`config.mk`:
```
export PLATFORM = sky130hd
export DESIGN_NAME = csa_resolve_seq
export DESIGN_NICKNAME = d
export VERILOG_FILES = /design/src/rtl/csa_resolve_seq.sv
export SDC_FILE = /design/constraint.sdc
export NUM_CORES = 1
export LEC_CHECK = 0
export ABC_AREA = 0
export CAP_MARGIN = 25
export CORE_ASPECT_RATIO = 0.5
export CORE_MARGIN = 5
export CORE_UTILIZATION = 30
export CTS_CLUSTER_SIZE = 16
export DETAILED_ROUTE_END_ITERATION = 10
export HOLD_SLACK_MARGIN = 0.06
export PLACE_DENSITY = 0.5
export SLEW_MARGIN = 15
export SYNTH_ARGS = -nofsm -noshare
export SYNTH_HDL_FRONTEND = slang
export SYNTH_SLANG_ARGS = --single-unit
```
`constraint.sdc`:
```
create_clock -name clk -period 4.06 [get_ports clk]
set_input_delay 0.609 -clock clk [delete_from_list [all_inputs] [get_ports clk]]
set_output_delay 0.609 -clock clk [all_outputs]
set_load 0.02 [all_outputs]
```
`src/rtl/csa_resolve_seq.sv`:
```
`default_nettype none
// ============================================================================
//  Module   : csa_resolve_seq
//  Purpose  : Multi-cycle carry-propagate adder that collapses a carry-save
//             pair into one exact binary word:
//                 out_res = in_sum + (in_carry << 1)
//             CHUNK result bits are resolved per clock.  The ripple carry
//             between chunks is held in a register.
//  Ports    : clk, rst            - clock (rising edge), synchronous active-high reset
//             in_valid/in_ready   - operand handshake (in_ready = IDLE)
//             in_sum, in_carry    - carry-save vectors, weights 0 and +1
//             out_valid/out_ready - result handshake (out_valid = DONE)
//             out_res             - WIDTH+2 bit exact result
//             out_busy            - high while resolving (BUSY)
//  Options  : CSA_RESOLVE_EARLY_EN - when defined, the block finishes as soon
//             as no carry is pending and all higher operand bits are zero.
//  Revision : 1.0 - initial release
// ============================================================================
module csa_resolve_seq #(
    parameter int WIDTH = 64,
    parameter int CHUNK = 16
) (
    input  logic               clk,
    input  logic               rst,
    input  logic               in_valid,
    output logic               in_ready,
    input  logic [WIDTH-1:0]   in_sum,
    input  logic [WIDTH-1:0]   in_carry,
    output logic               out_valid,
    input  logic               out_ready,
    output logic [WIDTH+1:0]   out_res,
    output logic               out_busy
);

    localparam int c_EW    = WIDTH + 2;
    localparam int c_NSTEP = (c_EW + CHUNK - 1) / CHUNK;
    localparam int c_SW    = (c_NSTEP > 1) ? $clog2(c_NSTEP) : 1;
    localparam logic [c_SW-1:0] c_LAST = c_SW'(c_NSTEP - 1);

    typedef enum logic [1:0] {
        IDLE = 2'd0,
        BUSY = 2'd1,
        DONE = 2'd2
    } state_t;

    state_t             r_state;
    state_t             w_state_next;

    logic [c_EW-1:0]    r_a;
    logic [c_EW-1:0]    r_b;
    logic [c_EW-1:0]    r_res;
    logic [c_SW-1:0]    r_step;
    logic               r_carry;

    logic [CHUNK-1:0]   w_a_chunk;
    logic [CHUNK-1:0]   w_b_chunk;
    logic [CHUNK:0]     w_sum;
    logic               w_cout;
    logic [c_EW-1:0]    w_res_next;
    logic               w_last;

    // Gather the operand bits of the current chunk.  Positions past the top
    // of the extended word stay zero, which handles a partial final chunk.
    always_comb begin
        w_a_chunk = '0;
        w_b_chunk = '0;
        for (int i = 0; i < c_EW; i++) begin
            if ((i / CHUNK) == int'(r_step)) begin
                w_a_chunk[i % CHUNK] = r_a[i];
                w_b_chunk[i % CHUNK] = r_b[i];
            end
        end
    end

    assign w_sum  = {1'b0, w_a_chunk} + {1'b0, w_b_chunk} + {{CHUNK{1'b0}}, r_carry};
    assign w_cout = w_sum[CHUNK];
    assign w_last = (r_step == c_LAST);

    // Merge the freshly computed chunk into the result word.
    always_comb begin
        w_res_next = r_res;
        for (int i = 0; i < c_EW; i++) begin
            if ((i / CHUNK) == int'(r_step)) begin
                w_res_next[i] = w_sum[i % CHUNK];
            end
        end
    end

`ifdef CSA_RESOLVE_EARLY_EN
    // True when no operand bit above the current chunk is set.  Combined with
    // a zero carry-out, every remaining result bit is known to be zero and
    // already holds that value from the clear at capture.
    logic w_hi_zero;

    always_comb begin
        w_hi_zero = 1'b1;
        for (int i = 0; i < c_EW; i++) begin
            if ((i / CHUNK) > int'(r_step)) begin
                if (r_a[i] || r_b[i]) begin
                    w_hi_zero = 1'b0;
                end
            end
        end
    end
`endif

    // ------------------------------------------------------------------
    // FSM: state register
    // ------------------------------------------------------------------
    always_ff @(posedge clk) begin
        if (rst) begin
            r_state <= IDLE;
        end else begin
            r_state <= w_state_next;
        end
    end

    // ------------------------------------------------------------------
    // FSM: next state and handshake outputs
    // ------------------------------------------------------------------
    always_comb begin
        w_state_next = r_state;
        in_ready     = 1'b0;
        out_valid    = 1'b0;
        out_busy     = 1'b0;
        case (r_state)
            IDLE: begin
                in_ready = 1'b1;
                if (in_valid) begin
                    w_state_next = BUSY;
                end
            end
            BUSY: begin
                out_busy = 1'b1;
                if (w_last) begin
                    w_state_next = DONE;
                end
`ifdef CSA_RESOLVE_EARLY_EN
                else if (!w_cout && w_hi_zero) begin
                    w_state_next = DONE;
                end
`endif
            end
            DONE: begin
                out_valid = 1'b1;
                if (out_ready) begin
                    w_state_next = IDLE;
                end
            end
            default: begin
                w_state_next = IDLE;
            end
        endcase
    end

    // ------------------------------------------------------------------
    // Datapath registers
    // ------------------------------------------------------------------
    always_ff @(posedge clk) begin
        if (rst) begin
            r_a     <= '0;
            r_b     <= '0;
            r_res   <= '0;
            r_step  <= '0;
            r_carry <= 1'b0;
        end else begin
            case (r_state)
                IDLE: begin
                    if (in_valid) begin
                        r_a     <= {2'b00, in_sum};
                        r_b     <= {1'b0, in_carry, 1'b0};
                        r_res   <= '0;
                        r_step  <= '0;
                        r_carry <= 1'b0;
                    end
                end
                BUSY: begin
                    r_res   <= w_res_next;
                    r_carry <= w_cout;
                    r_step  <= r_step + c_SW'(1);
                end
                default: begin
                end
            endcase
        end
    end

    assign out_res = r_res;

endmodule
`default_nettype wire

```
# Word level (Yosys, flattened, before mapping)
# Cells that the tools add are included.
# word_totals
inputBits	132
regBits	200
wordCells	249
out_inout_bits	69
# op_classes
n_addsub	3
reduce_logical	11
muxes	210
eq_ne	15
# op_table
cell	count
$mux 1	201
$pmux 66 s2	1
$mux 66	1
$reduce_and 3->1	6
$add 16x16->17	1
$add 17x1->17	1
$ne 2x2->1 const B	8
$eq 3x3->1 const A	3
$mux 2	3
$pmux 2 s3	1
$pmux 3 s2	1
$reduce_and 2->1	2
$add 3x1->3 const B	1
$eq 2x3->1 const A	1
$eq 3x3->1 const B	1
$logic_not 3->1	1
$mux 3	1
$eq 2x1->1 const B	1
$eq 2x2->1 const B	1
$logic_not 2->1	1
$pmux 1 s2	1
$reduce_bool 2->1	1

# Logic depth before layout (Yosys ltp)
# Gate-level depths: netlist of run 1.
# logic_depth
word_depth	10
mapped_depth	16
mapped_depth_nobuf	15

# Worst setup path after synthesis of run 1
# No wires, ideal clock.
# synth_timing
kind	register to register
from	register r_step[0]
to	register r_carry
path_buffers	1
period_less_slack_ns	3.811
slack_ns	0.249
stages_incl_launch_ff	17
t_arrival_ns	3.720
path_cell_list	dfxtp_1 inv_1 ha_1 nor2b_1 clkbuf_1 a221o_1 o21ai_0 o21ai_0 nand2_1 fa_1 fa_1 and2b_1 o31a_1 a2bb2oi_2 a221oi_2 or3_1 a311oi_1
# synth_between
elab_chain_cells	9
elab_cells_between_ends	139
classes_between	add/sub (2); eq/ne (4); mux (132); reduce/logical (1)
# synth_rtl
item	line	text
from (decl)	52	logic [c_SW-1:0] r_step;
from (signal assigned)	180	r_step <= r_step + c_SW'(1);
$logic_not 3->1	68	if ((i / CHUNK) == int'(r_step)) begin
$mux 1 (5 in series)	68	
$add 16x16->17 (*)	75	assign w_sum = {1'b0, w_a_chunk} + {1'b0, w_b_chunk} + {{CHUNK{1'b0}}, r_carry};
$add 17x1->17 (*)	75	
$pmux 1 s2 (*)	167	case (r_state)
to (signal assigned)	179	r_carry <= w_cout;
to (decl)	53	logic r_carry;
# Mark *: on every way between the ends. The rest lies on a longest branch, timed or not.
# A chain may end at the register's enable or synchronous reset.

# Final worst setup path of run 1
# layout_timing
from	register r_step[0]
to	register r_res[30] (netlist: out_res[30])
# layout_between
elab_chain_cells	10
elab_cells_between_ends	134
classes_between	add/sub (2); eq/ne (5); mux (125); reduce/logical (2)
# layout_rtl
item	line	text
$logic_not 3->1	68	
$mux 1 (5 in series)	68	
$add 16x16->17	75	
$add 17x1->17	75	
$mux 1	83	if ((i / CHUNK) == int'(r_step)) begin
$pmux 66 s2	167	
to (signal assigned)	178	r_res <= w_res_next;
to (decl)	51	logic [c_EW-1:0] r_res;
# Parallel ways exist; a longest one is shown, timed or not. The select of a mux whose other input is x is not followed.

==> run metrics, run 1 <==
status complete, no violations; kind of critical path flip-flop to flip-flop; Pins Over Slew Limit 0; PwrDens about 400 nW/µm²; setup_tns 0 ps; design area roughly 12000 µm²; CP peak stage delay ~460 ps; fin nets ~1500; largest family of logic cells by synthesized area compound AO/OA/AOI/OAI gates; cell mode on critical path o21ai_0; Post-Place Cell Area 11200 µm²; hold_sp r_b[35]; crit-path cells inv_1 -> ha_2 -> nor3b_4 -> buf_4 -> buf_12 -> a221o_1 -> o21ai_0 -> o21ai_0 -> ha_1 -> a21o_1 -> a2111o_1 -> a31o_2 -> o41a_4 -> o311ai_1; Fillers 2953; XOR/XNOR Fraction of Synth Area 0.00397; Worst Setup End Kind flip-flop; die area 33100 µm²; initial antenna violation count 1; DP Wirelength 22900 µm; Die Y between 100 and 150 µm; Final setup viols 0; Clock Latency Late Sink 460 ps; Worst Hold Path Cells 2; DRC Markers 0; Port Buffers 200; Yosys reg bits 200; Starting Density 0.304; critical path startpoint category flip-flop; worst hold path endpoint r_b[35]; internal reg-to-reg setup slack between 150 and 200 ps; largest net degree at the start of global routing 130; post-synth net total ~1300; routed via count between 8000 and 9000; complex-gate fraction of the synthesized area 0.233; worst hold path class flip-flop to flip-flop; post-place setup slack ~5.0 ps; worst-margin pin slew ~900 ps; CORE AREA around 29000 µm²; Cell Area, Synth about 8800 µm²; Synth Area in Adders 0.0329; first-pass GRT wire length 48600 µm; Ports about 200; Worst R2R Path Depth 14; share of post-route cells with drive strength above 1 0.0571; CP bufs+invs 3; Critical Path RT around 4400 ps; main flop type after synthesis dfxtp_1; CTS Buf Count 17; mux contribution to synthesized area 0; Leak Pwr about 4.3 nW; Synth Warn # 0; Reg clk slew, reported paths 70 ps; gpl congestion 0.840; post-synth cell types 50; Post-synth EDFFs 0; n_diodes 0; drt pass-1 iters 5; syn_area_per_cell roughly 7.6 µm²; final period utilization 0.958; All-Layer GR Usage 0.184; asr flop ratio synth 0; drt initial violations 795; sequential share of the synthesized area 0.454; r2r startpoint r_step[0]; Max-Cap Viols 0; htree depth 4; Critical R2R Capture out_res[30]; slowest CP cell ha_1; die width approximately 250 µm; Synth-to-Final Area Change 34.9%; TritonCTS clock tree built; hold_buf cts 0; drt wl/cell around 18 µm; crit path max fanout 30; Levels on crit path 14; CTS root buffer clkbuf_16; Worst VDD drop about 320 µV; clock buffer depth 2; Num Clock Sinks 200; final worst slack around 170 ps; Post-Synth Simple-Gate Area 0.231; ANT nets after route 0; CP delay by family, top compound AO/OA/AOI/OAI gates; vias per std cell 5.06; f_max 257 MHz; Rows between 40 and 50; WHS around 450 ps; final hold viol count 0; critical path arrival approximately 4300 ps; total grt overflow 0; Routed WL around 31000 µm; vias in the first global route approximately 8600; Worst slew margin 0.396; Mapped Cells ~1200; Tmin final 3890 ps; worst clock skew 11.7 ps
placed cells by master (no fill, tap or decap), types with 4 or more instances in the layout:
cell	count
a31oi_1	9
or4_1	7
a221o_1	29
a21oi_1	169
clkdlybuf4s50_1	199
nor2b_1	6
buf_12	6
or3_1	7
o311ai_0	4
clkinv_2	5
dfxtp_1	200
nand4_1	4
o21a_1	4
nand2_1	354
clkbuf_16	17
a211oi_1	4
ha_1	17
inv_1	14
nor2_1	26
nand3_1	50
o31ai_1	6
nor3_1	19
o21ai_0	81
a21o_1	9
buf_4	21
o311ai_1	4
through the flow:
stage	std cells	utilization	power [mW]
floorplan	1163	-	2.63
global placement	1686	0.387	3.02
detailed placement	1686	0.387	3.03
CTS	1718	0.407	4.75
global route	1722	0.410	4.95
finish	1722	0.410	4.73
metal layers:
metal  share of wire  routed length (µm)  GRT usage
met4           0.014                 444     0.0473
met3           0.043                1330     0.0334
met5               0                   0          0
met1            0.47               14700      0.257
met2            0.47               14700      0.297
power by group:
part | internal [mW] | switching (mW) | total, mW
Combinational | 0.360 | 0.517 | 0.877
Clock | 0.942 | 0.779 | 1.72
Sequential | 2.07 | 0.0629 | 2.13
kinds of logic after synthesis:
family,after synthesis
compound gates,343
xor+xnor,4
fa+ha+maj,22
buf+inv,104
flops,200
simple gates,490
cell type report:
class | count | area [µm²] | area share
Sequential cell | 200 | 4000 | 0.336
Inverter | 14 | 52.6 | 0.00442
Multi-Input combinational cell | 859 | 4510 | 0.379
Clock inverter | 11 | 120 | 0.0101
Clock buffer | 21 | 460 | 0.0387
Timing Repair Buffer | 226 | 2270 | 0.191
Tap cell | 391 | 489 | 0.0411
worst register-to-register path, stage by stage, from the launching register on:
cell and delay [ps]:
dfxtp_1 400, inv_1 100, ha_2 220, nor3b_4 160, buf_4 160, buf_12 150, a221o_1 330, o21ai_0 240
o21ai_0 250, ha_1 460, a21o_1 240, a2111o_1 400, a31o_2 240, o41a_4 140, o311ai_1 300
synthesized netlist by cell type (2+ instances only):
cell       count  area, µm²
nand2_1      354       1330
dfxtp_1      200       4000
a21oi_1      169        846
o21ai_0       85        425
clkbuf_1      80        300
nand3_1       51        255
a221o_1       29        290
nor2_1        27        101
ha_1          20        250
nor3_1        19       95.1
inv_1         14       52.6
a31oi_1       10       62.6
a21o_1         9       67.6
nor2b_1        8       50.1
o31ai_1        7       52.6
or3_1          7       43.8
or4_1          7       52.6
buf_1          6       22.5
a211oi_1       4       30.0
buf_2          4       20.0
nand4_1        4       25.0
o21a_1         4       30.0
o311ai_0       4       35.0
o311ai_1       4       35.0
and2_1         3       18.8
nand2b_1       3       18.8
xor2_1         3       26.3
a221oi_1       2       17.5
a311oi_1       2       17.5
and3_1         2       12.5
fa_1           2       40.0
o2111ai_1      2       17.5
worst max-delay path by stage:
stage | from | to | slack, ps
2_1_floorplan | r_step[0] | r_carry | 250
3_3_place_gp | r_step[0] | out_res[60] | 150
3_5_place_dp | r_step[0] | out_res[60] | 5
4_1_cts | r_step[0] | out_res[43] | 30
5_1_grt | r_step[0] | out_res[60] | -30
6_report | r_step[0] | out_res[30] | 170
state kept, by name, summed over array words and instances (netlist names):
register and flops:
r_carry 1, r_step 3, r_state 2, r_a 64, out_res 66, r_b 64
repair_timing:
item | 4_1_cts | 5_1_grt
endpoints found under the setup margin | 2 | 36
buffers inserted | 0 | 3
resized for setup | 1 | 16
pin swaps | 0 | 2
(Power assumes the default switching activity.)
==> inputs of run 2 (changes only) <==
ABC_AREA = not set   (was 0)
CTS_CLUSTER_SIZE = not set   (was 16)
==> results of run 2 <==
Final layout, timing and power as in run 1 (identical DEF).
==> edit (config.mk and constraints of run 1) <==
The parameter `CHUNK` goes from 16 to 8.
--- a/src/rtl/csa_resolve_seq.sv
+++ b/src/rtl/csa_resolve_seq.sv
@@ -18,7 +18,7 @@
 // ============================================================================
 module csa_resolve_seq #(
     parameter int WIDTH = 64,
-    parameter int CHUNK = 16
+    parameter int CHUNK = 8
 ) (
     input  logic               clk,
     input  logic               rst,
Formal check against the unedited RTL: not equivalent (a bounded check fails within 4 cycles, from zero or initial values and one cycle with rst high).
==> edit against run 1 <==
First-iteration DRC count fell by 31%; area after synthesis rose by 5.2%; sequential cell count rose by 1; setup slack better by 0.073 ns; design area rose by 2.7%; via count rose by 5.3%; power down 1.5%; highest routed layer unchanged; clock skew rose by 0.00057 ns; cell count rose by 5.6%; wire length is 1.7% higher; synthesized cell count grew 7.6%; die area up 4.9%.
==> edit: results (changes against run 1) <==
| Metric | Value |
|---|---|
| Vias in the first global route | 9033 (+5.3%) |
| Library cell contributing the largest single delay on the critical path | dfxtp_1 |
| Global routing usage on met3 | 3.07% (-0.27 points) |
| Register-to-Register Setup Slack | 0.24 ns (+0.07 ns) |
| Via count | 9180 (+5.3%) |
| Post-synthesis cell type count | 61 (+22%) |
| Reg-to-reg startpoint | r_step[1] |
| Min-delay src | r_b[3] |
| Maximum number of pins on one net before global-route repair | 115 (-12%) |
| CP Data Arrival Time | 4.22 ns (-0.03 ns) |
| Starting DRT DRC Count | 552 (-31%) |
| Run status | finished, final reports clean |
| Leakage power | 4.44 nW (+2.0%) |
| Count of placed standard cells in the final layout, fillers left out | 1818 (+5.6%) |
| Worst r2r dst | out_res[54] |
| HPWL after DPL | 23.4 mm (+2.1%) |
| Critical path type | flop to flop |
| Max Buffers Root-to-Sink | 3 (+1) |
| Worst slack at placement | 0.183 ns (+0.178 ns) |
| Total nets after synthesis | 1396 (+6.0%) |
| Clock buffers and inverters, area share | 4.89% (+0.016 points) |
| Gpl congestion | 0.834 (-0.70%) |
| Global router's overall resource usage | 17.5% (-0.92 points) |
| Met1 layer usage reported by global route | 23.6% (-2.0 points) |
| Global-route wire length before repair | 49.4 mm (+1.8%) |
| Number of antenna cells inserted | 1 (+1) |
| Fin Clk Skew | 0.0123 ns (+0.000568 ns) |
| Max rail drop VDD | 250 uV (-21%) |
| Origin of the worst setup path | r_step[1] |
| Ratio of cells with drive above 1 in the final layout | 5.85% (+0.14 points) |
| Transition time of the tightest slew-check pin | 0.884 ns (-0.0219 ns) |
| Cts bufs inserted | 20 (+3) |
| Wire length the detailed router placed on met1 | 14.5 mm (-1.2%) |
| Sw Ratio | 27.4% (-1.4 points) |
| Number of cells traversed by the worst register-to-register path | 17 (+3) |
| Fin crit share | 94.0% (-1.8 points) |
| Number of register bits inferred by synthesis | 201 (+0.50%) |
| Routed wire length on met3 | 1.52 mm (+14%) |
| Synthesized netlist cell count | 1251 (+7.6%) |
| CTS-repair resized insts | 0 (-1) |
| Synth area leaders | dfxtp_1 43%, nand2_1 15%, a21oi_1 12%, nor2_1 3.2%, o21ai_0 2.6% |
| Sequential share of cell area | 32.9% (-0.70 points) |
| Post-layout nets | 1554 (+5.6%) |
| End point of the worst hold path | r_b[3] |
| Total power after layout | 4.66 mW (-1.5%) |
| Clock buffers | 29 (+38%) |
| DR WL met2 | 15.1 mm (+2.7%) |
| Area of the placeable core | 30400 sq um (+4.8%) |
| Buffers outside the clock class | 232 (+2.7%) |
| Fillers | 3143 (+6.4%) |
| Non-clock buffering overhead in the final layout | 18.5% (-0.61 points) |
edit: changes by cell type in the layout (fill, tap and decap cells not counted), moves of 8 or more:
cell and delta:
a21o_1 -8, a21oi_1 +46, a221o_1 -29, and3b_1 +9, buf_4 +10, ha_1 -9, nand2_1 +10, nand3b_1 +14
nor2_1 +52, nor2b_1 +11, o21ai_0 -33, o22ai_1 +9
edit: kinds of logic (layout without fill, tap and decap cells):
kind of cell	count (synthesis)	count (layout)	share of synthesized area (%)
AO/OA/AOI/OAI	339	339	21.4
XOR/XNOR	2	2	0.189
adder cells (fa/ha/maj)	13	13	1.91
buffers and inverters	116	283	5.98
flip-flops	201	201	43.3
multiplexers	2	2	0.216
other	0	1	0
AND/OR/NAND/NOR	578	578	27.0
edit: per-stage QoR:
step | util, % | hold slack, ns
6_report | 40.2 | 0.455
5_1_grt | 40.2 | 0.467
4_1_cts | 40.0 | 0.455
3_5_place_dp | 38.1 | 0.445
3_3_place_gp | 38.1 | 0.442
2_1_floorplan | - | 0.431
